===== src/rtl/ser_tx_sched.sv =====
// Serial-line transmit scheduler: byte FIFO drained onto the serial port register
// pair, with a status poll before every write and bit-rate changes only between frames.
module ser_tx_sched #(
  parameter int DEPTH = 16,
  parameter int AW    = 4,
  parameter int GUARD = 2
) (
  input  logic          clk,
  input  logic          rst,
  input  logic          push,
  input  logic [7:0]    push_data,
  output logic          full,
  output logic [AW:0]   level,
  output logic          ovf,
  input  logic          ovf_clr,
  input  logic          set_rate,
  input  logic [2:0]    rate,
  output logic          busy,
  output logic          ser_stb,
  output logic          ser_we,
  output logic          ser_addr,
  output logic [31:0]   ser_dout,
  input  logic [31:0]   ser_din,
  input  logic          ser_ack
);

  localparam int GW = (GUARD > 1) ? $clog2(GUARD) : 1;

  typedef enum logic [2:0] {S_IDLE, S_POLL, S_WRITE, S_RATE, S_GUARD} state_t;

  state_t                 state, state_n;
  logic                   tgt_rate, tgt_rate_n;
  logic [GW-1:0]          gcnt, gcnt_n;
  logic [DEPTH-1:0][7:0]  mem;
  logic [AW-1:0]          wr_ptr, rd_ptr;
  logic                   pend;
  logic [2:0]             rate_pend, rate_nx;
  logic                   push_ok, pop, tx_rdy;
  logic                   stb_n, we_n, addr_n;
  logic [31:0]            dout_n;
  logic                   unused_din;

  assign full       = (level == (AW+1)'(DEPTH));
  assign push_ok    = push & ~full;
  assign pop        = (state == S_WRITE) & ser_ack;
  assign tx_rdy     = ser_din[1];
  assign unused_din = ^{ser_din[31:2], ser_din[0]};
  // A set_rate in the cycle we enter RATE must be the code that goes out.
  assign rate_nx    = set_rate ? rate : rate_pend;
  assign busy       = (state != S_IDLE) | (level != '0) | pend;

  always_comb begin
    state_n    = state;
    tgt_rate_n = tgt_rate;
    gcnt_n     = gcnt;
    case (state)
      S_IDLE: begin
        if (pend) begin
          tgt_rate_n = 1'b1;
          state_n    = S_POLL;
        end else if (level != '0) begin
          tgt_rate_n = 1'b0;
          state_n    = S_POLL;
        end
      end
      S_POLL:  if (ser_ack && tx_rdy) state_n = tgt_rate ? S_RATE : S_WRITE;
      S_WRITE: if (ser_ack) begin
        state_n = S_GUARD;
        gcnt_n  = GW'(GUARD - 1);
      end
      S_RATE:  if (ser_ack) state_n = S_IDLE;
      S_GUARD: begin
        if (gcnt == '0) state_n = S_IDLE;
        else            gcnt_n  = gcnt - 1'b1;
      end
      default: state_n = S_IDLE;
    endcase
  end

  // Bus outputs are decoded from the next state and registered.
  always_comb begin
    stb_n  = 1'b0;
    we_n   = 1'b0;
    addr_n = 1'b0;
    dout_n = '0;
    case (state_n)
      S_POLL: begin
        stb_n  = 1'b1;
        addr_n = 1'b1;
      end
      S_WRITE: begin
        stb_n  = 1'b1;
        we_n   = 1'b1;
        dout_n = {24'b0, mem[rd_ptr]};
      end
      S_RATE: begin
        stb_n  = 1'b1;
        we_n   = 1'b1;
        addr_n = 1'b1;
        dout_n = {29'b0, rate_nx};
      end
      default: ;
    endcase
  end

  always_ff @(posedge clk) begin
    if (push_ok) mem[wr_ptr] <= push_data;
  end

  always_ff @(posedge clk) begin
    if (rst) begin
      state     <= S_IDLE;
      tgt_rate  <= 1'b0;
      gcnt      <= '0;
      wr_ptr    <= '0;
      rd_ptr    <= '0;
      level     <= '0;
      ovf       <= 1'b0;
      pend      <= 1'b0;
      rate_pend <= '0;
      ser_stb   <= 1'b0;
      ser_we    <= 1'b0;
      ser_addr  <= 1'b0;
      ser_dout  <= '0;
    end else begin
      state    <= state_n;
      tgt_rate <= tgt_rate_n;
      gcnt     <= gcnt_n;
      ser_stb  <= stb_n;
      ser_we   <= we_n;
      ser_addr <= addr_n;
      ser_dout <= dout_n;
      if (push_ok) wr_ptr <= wr_ptr + 1'b1;
      if (pop)     rd_ptr <= rd_ptr + 1'b1;
      level <= level + (AW+1)'(push_ok) - (AW+1)'(pop);
      // Overflow beats a simultaneous clear.
      if (push && full) ovf <= 1'b1;
      else if (ovf_clr) ovf <= 1'b0;
      if (set_rate) begin
        pend      <= 1'b1;
        rate_pend <= rate;
      end else if (state == S_RATE && ser_ack) begin
        pend <= 1'b0;
      end
    end
  end

endmodule

===== config.mk =====
export PLATFORM = sky130hd
export DESIGN_NAME = ser_tx_sched
export DESIGN_NICKNAME = d
export VERILOG_FILES = /design/src/rtl/ser_tx_sched.sv
export SDC_FILE = /design/constraint.sdc
export NUM_CORES = 1
export LEC_CHECK = 0
export CORE_ASPECT_RATIO = 0.7
export CORE_MARGIN = 2
export CORE_UTILIZATION = 45
export CTS_CLUSTER_SIZE = 16
export DETAILED_ROUTE_END_ITERATION = 8
export PLACE_DENSITY = 0.67
export SLEW_MARGIN = 25
export SYNTH_ARGS = -nofsm -noshare
export SYNTH_HDL_FRONTEND = slang
export SYNTH_SLANG_ARGS = --single-unit

===== constraint.sdc =====
create_clock -name clk -period 6.07 [get_ports clk]
set_input_delay 0.607 -clock clk [delete_from_list [all_inputs] [get_ports clk]]
set_output_delay 0.607 -clock clk [all_outputs]
set_load 0.1 [all_outputs]

==> results.cfg, run 1 <==
[power]
powerDensity_nw_per_um2 = 369.4
total_power_mw = 2.845
p_leak_nw = 2.587
ir_drop_mv = 0.2007

[status]
status = complete, no violations

[cts]
htreeDepth = 4
clock_latency_ns = 0.42
clockBufferDepth = 2
clock-root-buffer = clkbuf_16
ctsHoldBuffers = 0
cts_inserted_buffers = 17
path_clk_slew_ns = 0.07
ctsResizeCount = 0
cts_sinks = 162
post_cts_buffers = 0
cts_tree = done

[yosys]
synth_async_sr_flop_share_pct = 0
ys_types = 50
yosysSeqAreaShare_pct = 67.92
synth_top_area_cell = edfxtp_1
avgSynthCellArea_um2 = 16.86
synth_top_family_by_area = multiplexers
synth.area.mux_share_pct = 14.07
synth_compound_area_share_pct = 3.362
syn_inst = 395
synth_top_area_share_pct = 57.70
synth_area_leaders = edfxtp_1 (58%), dfxtp_1 (10%), mux4_2 (7.8%)
yosys.area_share.xor_xnor_pct = 1.183
ys_top_cells_by_count = edfxtp_1 (128), dfxtp_1 (34), nor2_1 (30), buf_4 (25), mux4_2 (23)
ys_ff_latch = 162
synth_edf_count = 128
netlist_area_um2 = 6661
synthFlopType = edfxtp_1
synth-simple-area-share_pct = 6.011
ys_warn_count = 0
synth-adder-area-share_pct = 2.367
yosysMostFrequentCell = edfxtp_1

[floorplanning]
rows = 37
io_pins = 92
core_area_um2 = 14580
dieArea_um2 = 15810
dieHeight_um = 105.8
initial_utilization_pct = 45.68
die_x_um = 149.4

[finish]
drive_above_1_share_pct = 16.18
diodes = 0
syn2layout_area_growth_pct = 15.61
finish.utilization_pct = 52.81
nets = 493
fill_cells = 1145

[sta]
tightest_slew_ns = 1.055
finalWorstPathRequiredPeriod_ns = 3.349
fmax_mhz = 298.6
hold_violations = 0
clock_skew_ns = 0.01000
maxSlewViolCount = 0
finalSetupViolCount = 0
rsz0062_at_grt = false
final.setup.tns_ns = 0
slew_headroom_pct = 28.71
post-route-period-util_pct = 55.18

[critical_path]
cp_max_fo = 3
end_kind = output port
start_kind = register
required_ns = 5.46
worstSetupPathType = reg -> out
critPathArrivalTime_ns = 2.74

[grt]
grt_overflow_total = 0
antenna_found_initial = 0
grt_max_degree = 32
grt_pass1_vias = 3330
grt_pass1_wl_um = 19290
grtUsageTotal_pct = 17.15

[routing]
detail-route-antenna-nets = 0
drt-wirelength-per-cell_um = 20.06
drtIter0Drc = 386
wl_um = 12840
drc_errors = 0
vias = 3469
dr.pass1.iters = 4
routed_via_density = 5.420

[worst_hold_path]
hold_path_class = reg -> reg

[placed_design]
hpwl_um = 7798
port_buffers = 36
routabilityCongestion = 0.7636

[run]
drv_cap = 0
path summary, 6_finish.rpt:
check                           slack [ns]        to     start  depth (start not counted)
worst max-delay path                  2.72      busy  level[3]                          6
worst min-delay path                  0.48  tgt_rate  tgt_rate                          2
worst max register to register        2.94  level[4]  state[1]                          9
worst min register to register        0.48  tgt_rate  tgt_rate                          2
layer usage:
layer | wire [um] | GRT usage, % | part of all wire [%]
met2 | 5857 | 25.85 | 46
met4 | 130 | 5.986 | 1.0
met1 | 6128 | 24.79 | 48
met3 | 720 | 3.766 | 5.6
met5 | 0 | 0 | 0
placed cells by master (no fill, tap or decap), types with 2 or more instances in the layout:
cell,synthesis,layout
a2111oi_0,2,2
a21o_1,2,2
a21oi_1,10,10
a22oi_1,2,2
and3_1,8,8
buf_4,25,2
clkbuf_16,0,17
clkdlybuf4s50_1,0,36
clkinv_4,0,3
conb_1,1,24
dfxtp_1,34,33
edfxtp_1,128,128
ha_1,11,11
inv_1,13,13
inv_6,0,6
inv_8,0,2
mux2i_1,4,4
mux4_1,14,14
mux4_2,23,23
nand2_1,14,14
nand2b_1,3,3
nand3_1,4,4
nor2_1,30,22
nor2_2,0,8
nor2b_1,5,5
nor3_1,7,3
nor3_2,0,3
o2111ai_1,2,2
o211ai_1,2,2
o21ai_0,2,2
o31ai_1,2,2
xnor2_1,4,4
xor2_1,5,5
flip-flops by register name (all words and copies together) (netlist names), 3 cells and up:
register,cells
mem,128
wr_ptr,4
state,3
level,5
rate_pend,3
ser_dout,8
rd_ptr,4
area by class of cell:
cell class / count / area (um2) / share of cell area (%)
timing repair buffer: 38 / 375.4 / 4.874
sequential: 162 / 4526 / 58.77
clock inverter: 15 / 147.6 / 1.917
tap: 195 / 244.0 / 3.168
inverter: 13 / 48.80 / 0.6336
multi-input combinational: 200 / 1934 / 25.12
clock buffer: 17 / 425.4 / 5.524
report_power, final:
part,total [mW],switching (mW),internal (mW)
registers,1.28,0.0320,1.25
clock network,1.03,0.453,0.577
logic,0.533,0.385,0.148
total,2.84,0.870,1.97
per-stage QoR:
stage | setup slack, ns | instance area, um2 | hold WS, ns | cells
floorplan | 2.596 | 6748 | 0.4385 | 418
global placement | 2.401 | 7102 | 0.4650 | 608
detailed placement | 2.384 | 7107 | 0.4704 | 608
CTS | 2.698 | 7680 | 0.4793 | 640
global route | 2.559 | 7701 | 0.4981 | 640
finish | 2.721 | 7701 | 0.4766 | 640
critical path: stages (launching register included):
cell	delay, ns
dfxtp_1	0.34
inv_1	0.08
ha_1	0.16
or3b_2	0.47
nor3_1	0.21
nand2_1	0.09
clkdlybuf4s50_1	0.97
logic make-up (layout without fill, tap and decap cells):
family | Yosys count | count (layout)
flops | 162 | 162
fa+ha+maj | 12 | 12
mux | 42 | 42
compound gates | 32 | 32
buf+inv | 56 | 83
other cells | 1 | 24
xor+xnor | 9 | 9
simple gates | 81 | 81
Power figures use the tool's default switching activity.
==> run 2, diff against run 1 <==
- clock period: 6.07 -> 3.38 ns (I/O delays scaled with it)
==> run 2 against run 1 <==
Via count is 0.84% higher. Final cell count is 3.8% higher. Utilization is 1.2 points higher. Critical path type is now reg -> reg. Largest cell class unchanged.
==> results.cfg, run 2 (synthesis gave the netlist of run 1 again) <==
[power]
ir_drop_mv = 0.3564
total_power_mw = 5.184
powerDensity_nw_per_um2 = 658.7
p_leak_nw = 2.731

[finish]
seqCellArea_um2 = 4527
top_register = mem
fill_cells = 1154
multi_input_area_um2 = 1888
nets = 517
diodes = 0
largest_reg_flops = 128
syn2layout_area_growth_pct = 18.16
drive_above_1_share_pct = 18.12
layout.cells.most_common_list = edfxtp_1 (128), clkdlybuf4s50_1 (34), dfxtp_1 (32)
mostFrequentLayoutCell = edfxtp_1
reg_top3 = mem x128, ser_dout x8, level x5

[routing]
wl_met2_um = 5805
drc_errors = 0
routed.top_layer = met4
wl_um = 12920
detail-route-antenna-nets = 0
drtIter0Drc = 307
drt-wirelength-per-cell_um = 19.46
wl_met1_um = 5880
wl_met3_um = 1112
routed_via_density = 5.268
dr.pass1.iters = 4
vias = 3498

[sta]
final.setup.tns_ns = 0
tightest_slew_ns = 0.9719
clock_skew_ns = 0.007709
maxSlewViolCount = 0
hold_violations = 0
finalWorstPathRequiredPeriod_ns = 2.880
finalSetupViolCount = 0
fmax_mhz = 347.2
rsz0062_at_grt = false
post-route-period-util_pct = 85.21
slew_headroom_pct = 35.01

[critical_path]
crit_path_top_delay_cell = fa_1
path_cells = inv_1 > ha_1 > nand4bb_1 > and2_1 > inv_1 > ha_1 > inv_1 > ha_1 > fa_1 > a21oi_1 > nor2_1 > or3_1 > a21oi_1
cp_max_fo = 6
cp_top_family = adder cells
worstSetupPathType = reg -> reg
required_ns = 3.72
critPathMaxStageDelay_ns = 0.41
critPathArrivalTime_ns = 3.22
end_kind = register
start_kind = register
crit_buf_inv = 3

[cts]
cts_tree = done
cts_sinks = 162
htreeDepth = 4
ctsHoldBuffers = 0
cts_inserted_buffers = 17
post_cts_buffers = 0
clock_latency_ns = 0.41
path_clk_slew_ns = 0.06
clockBufferDepth = 2
ctsResizeCount = 0
clock-root-buffer = clkbuf_16

[floorplanning]
die_x_um = 149.4
initial_utilization_pct = 45.68
dieHeight_um = 105.8
dieArea_um2 = 15810
core_area_um2 = 14580
io_pins = 92
rows = 37

[status]
status = complete, no violations

[grt]
antenna_found_initial = 1
grt_max_degree = 32
grt_pass1_vias = 3453
grt_overflow_total = 0
grt_pass1_wl_um = 19730
grtUsageTotal_pct = 17.27

[run]
drv_cap = 0

[placed_design]
routabilityCongestion = 0.8381
port_buffers = 36
hpwl_um = 8300

[worst_hold_path]
hold_path_class = reg -> reg
-- run 2: cell types whose count changed in the layout (fill, tap and decap cells not counted), moves of 4 or more --
cell	before	now
buf_4	2	28
nor2_1	22	30
inv_6	6	1
nor2_2	8	0
clkbuf_16	17	21
nor3_1	3	7
-- run 2: worst reg2reg max path, delay by kind of cell (launching register included) --
| kind | cells | cell delay [ns] |
|---|---|---|
| fa+ha+maj | 4 | 1.09 |
| flops | 1 | 0.34 |
| buf+inv | 3 | 0.22 |
| simple gates | 4 | 0.88 |
| compound gates | 2 | 0.30 |
-- run 2: final cells by class --
class,instances,area share (%)
Timing Repair Buffer,62,6.994
Tap cell,195,3.100
Inverter,13,0.6199
Clock inverter,4,0.3815
Sequential cell,162,57.51
Multi-Input combinational cell,200,23.99
Clock buffer,28,7.407
-- run 2: report_power, final --
group | internal, mW | switching [mW]
clock | 1.19 | 0.727
combinational | 0.280 | 0.690
sequential | 2.25 | 0.0567
-- run 2: through the flow --
step	hold WS, ns	utilization [%]	cells	worst slack (ns)	instance area [um2]
6_report	0.4792	53.98	664	0.4999	7871
2_1_floorplan	0.4369	-	418	0.1377	6750
3_3_place_gp	0.4639	49.77	632	0.4741	7258
3_5_place_dp	0.4721	49.77	632	0.4475	7258
4_1_cts	0.4814	53.98	664	0.4865	7871
5_1_grt	0.4939	53.98	664	0.2965	7871
-- run 2: path summary, 6_finish.rpt --
path	startpoint	end	slack [ns]	cells after the start
setup / recovery	level[2]	level[4]	0.50	13
hold / removal	tgt_rate	tgt_rate	0.48	2
setup reg to reg	level[2]	level[4]	0.50	13
hold reg to reg	tgt_rate	tgt_rate	0.48	2
-- run 2: metal layers --
layer / track usage (%) / up-vias
met5: 0 / -
met4: 4.558 / 0
met3: 4.805 / 9
met2: 25.75 / 131
met1: 25.15 / 1761
li1: - / 1597
==> run 3, diff against run 2 <==
- clock period: 3.38 -> 3.19 ns (I/O delays scaled with it)
==> run 3 against run 2 <==
Design area fell by 0.17%. Largest power group unchanged. Worst hold slack improved by 0.0090 ns. Sequential share of layout area rose by 0.13 points. Utilization fell by 0.094 points. Worst setup slack got worse by 0.19 ns. Flip-flop and latch count did not move. Non-clock buffer count did not move. Final cell count did not move. Clock-buffer cell count fell by 11.
==> results.cfg, run 3 (synthesis gave the netlist of run 1 again) <==
[routing]
drtIter0Drc = 268
routed.top_layer = met4
detail-route-antenna-nets = 0
dr.pass1.iters = 4
drt-wirelength-per-cell_um = 19.25
routed_via_density = 5.181
drc_errors = 0
wl_met1_um = 5616
wl_um = 12790
wl_met2_um = 5919
wl_met3_um = 1172
vias = 3440

[run]
drv_cap = 0

[critical_path]
cp_max_fo = 6
rr_endpoint = level[4]
required_ns = 3.54
reg2reg_slack_ns = 0.31
critPathArrivalTime_ns = 3.23
reg2reg_depth = 13
end_kind = register
r2r-start = level[2]
worstSetupPathType = reg -> reg
start_kind = register
crit_end = level[4]
critPathLaunch = level[2]

[sta]
final.setup.tns_ns = 0
worst_slack_ns = 0.3119
finalSetupViolCount = 0
hold_violations = 0
slew_headroom_pct = 34.73
clock_skew_ns = 0.01380
tightest_slew_ns = 0.9759
rsz0062_at_grt = false
whs_ns = 0.4882
finalWorstPathRequiredPeriod_ns = 2.878
post-route-period-util_pct = 90.22
maxSlewViolCount = 0
fmax_mhz = 347.5

[placed_design]
port_buffers = 36
dpl.cell_count = 632
placed_cell_area_um2 = 7273
pre_cts_slack_ns = 0.1995
hpwl_um = 8332
routabilityCongestion = 0.7828

[finish]
drive_above_1_share_pct = 19.19
nets = 517
design_area_um2 = 7858
largest_reg_flops = 128
stdcell_count = 664
layout.cells.most_common_list = edfxtp_1 (128), clkdlybuf4s50_1 (34), nor2_1 (30), dfxtp_1 (30), buf_4 (27)
diodes = 0
top_register = mem
reg_top3 = mem x128, ser_dout x8, level x5
finish.utilization_pct = 53.88
syn2layout_area_growth_pct = 17.96
mostFrequentLayoutCell = edfxtp_1

[cts]
clock-root-buffer = clkbuf_16
ctsResizeCount = 0
cts_inserted_buffers = 17
clock_latency_ns = 0.42
post_cts_buffers = 0
cts_sinks = 162
ctsHoldBuffers = 0
htreeDepth = 4
path_clk_slew_ns = 0.07
clockBufferDepth = 2
cts_tree = done

[power]
ir_drop_mv = 0.3582
powerDensity_nw_per_um2 = 694.3
power.switching_mw = 1.623
total_power_mw = 5.455
p_leak_nw = 2.709
seq_power_share_pct = 44.8
p_int_mw = 3.833
comb_power_share_pct = 18.7
power_frac_clock_pct = 36.5
sw_frac_of_total_pct = 29.75

[grt]
antenna_found_initial = 0
grt_max_degree = 32
grt_pass1_vias = 3476
grt_pass1_wl_um = 19530
grtUsageTotal_pct = 17.43
grt_overflow_total = 0

[floorplanning]
core_area_um2 = 14580
dieArea_um2 = 15810
io_pins = 92
dieHeight_um = 105.8
rows = 37
initial_utilization_pct = 45.68
die_x_um = 149.4

[worst_hold_path]
hold_path_class = reg -> reg

[status]
status = complete, no violations
==> run 3: how the worst min path moves through the flow <==
stage                             from           end  slack [ns]  cells past startpoint
after floorplan           push_data[0]        mem[0]        0.42                      0
after global placement        tgt_rate      tgt_rate        0.46                      2
after detailed placement  rate_pend[1]  rate_pend[1]        0.48                      2
after CTS                 rate_pend[1]  rate_pend[1]        0.50                      2
after global routing      rate_pend[2]  rate_pend[2]        0.53                      2
final                     rate_pend[1]  rate_pend[1]        0.49                      2
==> run 3: worst max-delay path, stage by stage (launching register included) <==
cell	delay, ns
dfxtp_2	0.34
inv_1	0.06
ha_1	0.20
nand4bb_1	0.18
and2_1	0.29
inv_1	0.10
ha_1	0.29
inv_1	0.04
ha_1	0.20
fa_1	0.41
a21oi_1	0.15
nor2_1	0.07
or3_1	0.34
a21oi_1	0.15
==> run 3: layout make-up <==
class / instances / area, um2
fill: 1158 / 6725
sequential: 162 / 4529
multi-input combinational: 200 / 1888
timing repair buffer: 62 / 563.0
clock buffer: 17 / 425.4
tap: 195 / 244.0
clock inverter: 15 / 158.9
inverter: 13 / 48.80
==> run 3: power by group through the flow <==
stage	logic (mW)	registers, mW	clock network [mW]
finish	1.02	2.44	1.99
global route	1.09	2.45	2.14
CTS	1.02	2.44	2.03
detailed placement	1.01	2.49	0
global placement	0.996	2.48	0
floorplan	0.570	2.71	0
==> run 3: routing by layer <==
metal	GRT usage (%)	vias up
met5	0	-
met4	4.830	0
met3	5.671	4
met2	25.75	120
met1	24.95	1718
li1	-	1598
